### config.mk
export PLATFORM = sky130hd
export DESIGN_NAME = multicycle_ctrl
export DESIGN_NICKNAME = d
export VERILOG_FILES = /design/src/rtl/multicycle_ctrl.sv
export SDC_FILE = /design/constraint.sdc
export NUM_CORES = 1
export LEC_CHECK = 0
export CAP_MARGIN = 30
export CORE_MARGIN = 2
export CORE_UTILIZATION = 27
export CTS_CLUSTER_SIZE = 40
export DETAILED_ROUTE_END_ITERATION = 12
export GPL_TIMING_DRIVEN = 0
export HOLD_SLACK_MARGIN = 0.15
export PLACE_DENSITY = 0.81
export SETUP_SLACK_MARGIN = 0.2
export SYNTH_ARGS = -nofsm -noshare
export SYNTH_HDL_FRONTEND = slang
export SYNTH_SLANG_ARGS = --single-unit
### constraint.sdc
create_clock -name clk -period 1.4 [get_ports clk]
set_clock_uncertainty 0.2 [all_clocks]
set_input_delay 0.21 -clock clk [delete_from_list [all_inputs] [get_ports clk]]
set_output_delay 0.21 -clock clk [all_outputs]
set_load 0.03 [all_outputs]
### src/rtl/multicycle_ctrl.sv
// rtl/multicycle_ctrl.sv - multi-cycle fetch/decode/execute/memory/writeback control sequencer
// Optional performance counters are built when PERF_CNT_EN is defined.
module multicycle_ctrl #(
    parameter int CNT_W = 32
) (
    input  logic             clk,
    input  logic             rst_n,
    input  logic [3:0]       opcode,
    input  logic             zero,
    input  logic             mem_ready,
    output logic             mem_read,
    output logic             mem_write,
    output logic             i_or_d,
    output logic             ir_write,
    output logic             pc_write,
    output logic             pc_write_cond,
    output logic [1:0]       pc_src,
    output logic             alu_src_a,
    output logic [1:0]       alu_src_b,
    output logic [1:0]       alu_op,
    output logic             reg_dst,
    output logic             reg_write,
    output logic             mem_to_reg,
    output logic             illegal,
    output logic             halted,
    output logic [3:0]       state,
    output logic [CNT_W-1:0] cycle_cnt,
    output logic [CNT_W-1:0] instr_cnt
);

    typedef enum logic [3:0] {
        S_IDLE   = 4'd0,
        S_FETCH  = 4'd1,
        S_DECODE = 4'd2,
        S_EXEC   = 4'd3,
        S_MEM    = 4'd4,
        S_WB     = 4'd5,
        S_BRANCH = 4'd6,
        S_JUMP   = 4'd7,
        S_HALT   = 4'd8
    } state_t;

    localparam logic [3:0] OP_RTYPE = 4'd0;
    localparam logic [3:0] OP_ANDI  = 4'd2;
    localparam logic [3:0] OP_ORI   = 4'd3;
    localparam logic [3:0] OP_LW    = 4'd4;
    localparam logic [3:0] OP_SW    = 4'd5;
    localparam logic [3:0] OP_BEQ   = 4'd6;
    localparam logic [3:0] OP_J     = 4'd7;
    localparam logic [3:0] OP_HALT  = 4'd8;

    state_t cur_state;
    state_t nxt_state;

    // The zero flag gates pc_write_cond in the datapath, not here.
    logic unused_zero;
    assign unused_zero = zero;

    assign state = cur_state;

    always_ff @(posedge clk) begin
        if (!rst_n) begin
            cur_state <= S_IDLE;
        end else begin
            cur_state <= nxt_state;
        end
    end

    always_comb begin
        nxt_state     = S_IDLE;
        mem_read      = 1'b0;
        mem_write     = 1'b0;
        i_or_d        = 1'b0;
        ir_write      = 1'b0;
        pc_write      = 1'b0;
        pc_write_cond = 1'b0;
        pc_src        = 2'b00;
        alu_src_a     = 1'b0;
        alu_src_b     = 2'b00;
        alu_op        = 2'b00;
        reg_dst       = 1'b0;
        reg_write     = 1'b0;
        mem_to_reg    = 1'b0;
        illegal       = 1'b0;
        halted        = 1'b0;
        case (cur_state)
            S_IDLE: nxt_state = S_FETCH;
            S_FETCH: begin
                mem_read  = 1'b1;
                alu_src_b = 2'b01;
                ir_write  = mem_ready;
                pc_write  = mem_ready;
                nxt_state = mem_ready ? S_DECODE : S_FETCH;
            end
            S_DECODE: begin
                alu_src_b = 2'b10;
                if (opcode <= OP_SW) begin
                    nxt_state = S_EXEC;
                end else if (opcode == OP_BEQ) begin
                    nxt_state = S_BRANCH;
                end else if (opcode == OP_J) begin
                    nxt_state = S_JUMP;
                end else if (opcode == OP_HALT) begin
                    nxt_state = S_HALT;
                end else begin
                    // PC already advanced in FETCH, so dropping back retires nothing.
                    illegal   = 1'b1;
                    nxt_state = S_FETCH;
                end
            end
            S_EXEC: begin
                alu_src_a = 1'b1;
                alu_src_b = (opcode == OP_RTYPE) ? 2'b00 : 2'b10;
                if (opcode == OP_RTYPE) begin
                    alu_op = 2'b10;
                end else if (opcode == OP_ANDI || opcode == OP_ORI) begin
                    alu_op = 2'b11;
                end
                nxt_state = (opcode == OP_LW || opcode == OP_SW) ? S_MEM : S_WB;
            end
            S_MEM: begin
                i_or_d    = 1'b1;
                mem_read  = (opcode == OP_LW);
                mem_write = (opcode == OP_SW);
                if (!mem_ready) begin
                    nxt_state = S_MEM;
                end else begin
                    nxt_state = (opcode == OP_LW) ? S_WB : S_FETCH;
                end
            end
            S_WB: begin
                reg_write  = 1'b1;
                reg_dst    = (opcode == OP_RTYPE);
                mem_to_reg = (opcode == OP_LW);
                nxt_state  = S_FETCH;
            end
            S_BRANCH: begin
                alu_src_a     = 1'b1;
                alu_op        = 2'b01;
                pc_write_cond = 1'b1;
                pc_src        = 2'b01;
                nxt_state     = S_FETCH;
            end
            S_JUMP: begin
                pc_write  = 1'b1;
                pc_src    = 2'b10;
                nxt_state = S_FETCH;
            end
            S_HALT: begin
                halted    = 1'b1;
                nxt_state = S_HALT;
            end
            default: nxt_state = S_IDLE;
        endcase
    end

`ifdef PERF_CNT_EN
    logic             retire;
    logic [CNT_W-1:0] cycle_q;
    logic [CNT_W-1:0] instr_q;
    localparam logic [CNT_W-1:0] ONE = {{(CNT_W-1){1'b0}}, 1'b1};

    assign retire = ((nxt_state == S_FETCH) &&
                     (cur_state == S_WB || cur_state == S_BRANCH ||
                      cur_state == S_JUMP || cur_state == S_MEM)) ||
                    ((nxt_state == S_HALT) && (cur_state == S_DECODE));

    always_ff @(posedge clk) begin
        if (!rst_n) begin
            cycle_q <= '0;
            instr_q <= '0;
        end else begin
            if (cur_state != S_IDLE && cur_state != S_HALT) begin
                cycle_q <= cycle_q + ONE;
            end
            if (retire) begin
                instr_q <= instr_q + ONE;
            end
        end
    end

    assign cycle_cnt = cycle_q;
    assign instr_cnt = instr_q;
`else
    assign cycle_cnt = '0;
    assign instr_cnt = '0;
`endif

endmodule

==> summary.txt <==
Status
  – Status: finished, violations left
  – Violated checks: setup timing

Yosys
  – Synth warnings: 0
  – Number of library cell types mapped by synthesis: 35
  – Register area share after synthesis: 8.142%
  – Area of the mapped netlist: 983.4 um2
  – Top cell type's share of synthesized area: 50.38%
  – Mapped Avg Cell Area: 7.744 um2
  – Synth Instances: 127
  – Synth top area cells: buf_4 50%, dfxtp_1 8.1%, and3_1 3.8%
  – Synth Register Bits: 4
  – Post-synth top area cell: buf_4

Critical path
  – Beginning of the critical path: state[0]
  – CP Class: flop to output port
  – Worst r2r src: state[0]
  – Worst reg2reg path depth: 4
  – Req. time, crit path: 0.99 ns
  – Worst-path fanout max: 3
  – CP startpoint kind: flop
  – CP Data Arrival Time: 1.42 ns
  – CP endpoint kind: output port

Timing
  – Fmax: 546.9 MHz
  – Final slew viol count: 0
  – Unrepaired setup endpoints after global routing: true
  – Final min period: 1.828 ns
  – Final Setup Violations: 21
  – Final worst slack: -0.4284 ns
  – Final worst-path cycle share: 130.6%
  – Final hold slack: 0.2552 ns
  – Setup TNS: -6.631 ns
  – Hold Vio Cnt, Final: 0

Global routing
  – Vias in the first global route: 891
  – Initial antenna violation count: 0
  – GRT Total Usage: 11.94%
  – Total global routing overflow: 0
  – Wire length of the first global-routing pass: 3967 um
  – Largest net degree at the start of global routing: 10

Die
  – I/O pin total: 94
  – Die W: 64.35 um
  – Core footprint: 0.003416 mm2
  – Die height: 64.35 um
  – Initial Utilization: 28.79%
  – Area of the die: 0.004141 mm2
  – Rows: 21

Detailed routing
  – DR DRC count: 0
  – DRT Wirelength: 3119 um
  – DR vias/cell: 3.672
  – Vias: 1076
  – Avg WL per Cell: 10.65 um
  – Post-DRT Antenna Nets: 0
  – Initial DRT Pass Iterations: 5
  – 1st-iter DRT viols: 49

Clock network
  – H-tree Lvls: 1
  – Clk_lat worst skew: 0.25 ns
  – Root buf cell: clkbuf_4
  – Max Buffers Root-to-Sink: 2
  – Clock Sinks: 4
  – CTS buffer count: 3
  – Reg clk slew, reported paths: 0.04 ns
  – CTS tree: done
  – Cts hold-fix bufs: 0

Pwr
  – Power Density: 510.5 mW/mm2
  – Static leakage: 0.001140 uW
  – Maximum VDD drop: 0.2038 mV
  – Final Power: 1068 uW

Final layout
  – Fin cells: 293
  – Post-layout nets: 257
  – Antenna diode count: 0
  – Largest register FFs: 4
  – Area Growth Syn to Fin: 112.7%
  – Ratio of cells with drive above 1 in the final layout: 66.40%

Place
  – PortBufs: 28
  – Inst Count DP: 264
  – Hpwl dp: 1972 um
  – Placer Congestion: 0.8618

Run
  – Max-cap viol count: 0

Min path
  – Hold_sp: opcode[3]
  – Worst Hold Depth: 3
  – Type of the worst min-delay path: primary input to flop
-- path summary, 6_finish.rpt --
check | endpoint | slack, ns
max | mem_write | -0.43
min | state[3] | 0.26
max reg2reg | state[0] | -0.20
min reg2reg | state[2] | 0.53
-- cells in the final DEF, fill, tap and decap left out, types with 2 or more instances in the layout --
cell	instances
or3b_1	2
dfxtp_4	4
nor3_4	3
nor2b_4	3
conb_1	64
a21oi_2	2
and3_4	5
a211oi_2	2
nor3b_4	2
inv_1	3
buf_4	81
clkbuf_4	3
buf_6	31
buf_8	2
a21bo_1	2
and2_4	2
buf_2	4
nor4b_4	2
-- cell usage after synthesis --
| library cell | instances |
|---|---|
| buf_6 | 2 |
| a211oi_1 | 1 |
| nor4b_2 | 2 |
| a21o_1 | 1 |
| or4b_1 | 1 |
| a41oi_1 | 1 |
| a21boi_0 | 1 |
| nand3_1 | 1 |
| and2_1 | 2 |
| nor2_1 | 2 |
| or3b_1 | 2 |
| dfxtp_1 | 4 |
| nor3_1 | 3 |
| nand2b_1 | 1 |
| o31ai_2 | 1 |
| nor2b_1 | 3 |
| a21oi_1 | 4 |
| o31ai_1 | 1 |
| nand3b_1 | 1 |
| o21bai_1 | 1 |
| conb_1 | 1 |
| nand2_1 | 1 |
| and3_1 | 6 |
| inv_1 | 4 |
| o21ai_1 | 2 |
| inv_2 | 1 |
| o2111ai_1 | 1 |
| and4bb_2 | 1 |
| a211oi_2 | 1 |
| nand4b_1 | 1 |
| nor3b_1 | 3 |
| buf_2 | 1 |
| a21bo_1 | 2 |
| buf_4 | 66 |
| nor3b_2 | 1 |
-- stage by stage --
| stage | setup WS, ns | util, % | instance area (um2) |
|---|---|---|---|
| 2_1_floorplan | -0.3998 | - | 1360 |
| 3_3_place_gp | -1.326 | 49.71 | 1698 |
| 3_5_place_dp | -1.339 | 49.71 | 1698 |
| 4_1_cts | -0.4232 | 54.98 | 1878 |
| 5_1_grt | -0.4841 | 61.25 | 2092 |
| 6_report | -0.4284 | 61.25 | 2092 |
-- per-layer routing --
metal  track usage (%)  share of wire [%]
met5                 0                  0
met4             1.596               0.77
met3             5.282                 11
met2             21.74                 55
met1             12.99                 34
-- worst max-delay path: stages (launching register included) --
cell	delay, ns
dfxtp_4	0.34
buf_4	0.15
nor4b_4	0.33
and3_4	0.23
buf_6	0.12
-- power by group --
part	switching, uW	internal [uW]	total, uW
Combinational	458	327	785
Clock	55.4	96.4	152
Sequential	12.2	119	131
Total	525	543	1070
-- cell families (layout without fill, tap and decap cells) --
logic type,count (synthesis),count (layout),share of synthesized area (%)
flip-flops,4,4,8.143
other,1,64,0.3813
AO/OA/AOI/OAI,17,17,13.23
AND/OR/NAND/NOR,31,31,23.16
buffers and inverters,74,131,55.09
-- layout make-up --
class	instances	area, um2
fill	295	1324
multi-input combinational	112	813.3
buffer	69	553.0
timing repair buffer	54	529.3
sequential	4	95.09
tap	46	57.56
clock buffer	3	22.52
inverter	5	21.27
-- repair_timing --
| item | CTS | global route |
|---|---|---|
| endpoints found under the setup margin | 26 | 25 |
| resized for setup | 175 | 34 |
| setup buffers | 11 | 13 |
| pin swaps | 15 | 13 |
| hold endpoints to repair | 0 | 0 |
| cloned | 1 | 1 |
No activity file was read; power rests on OpenSTA's default activity.
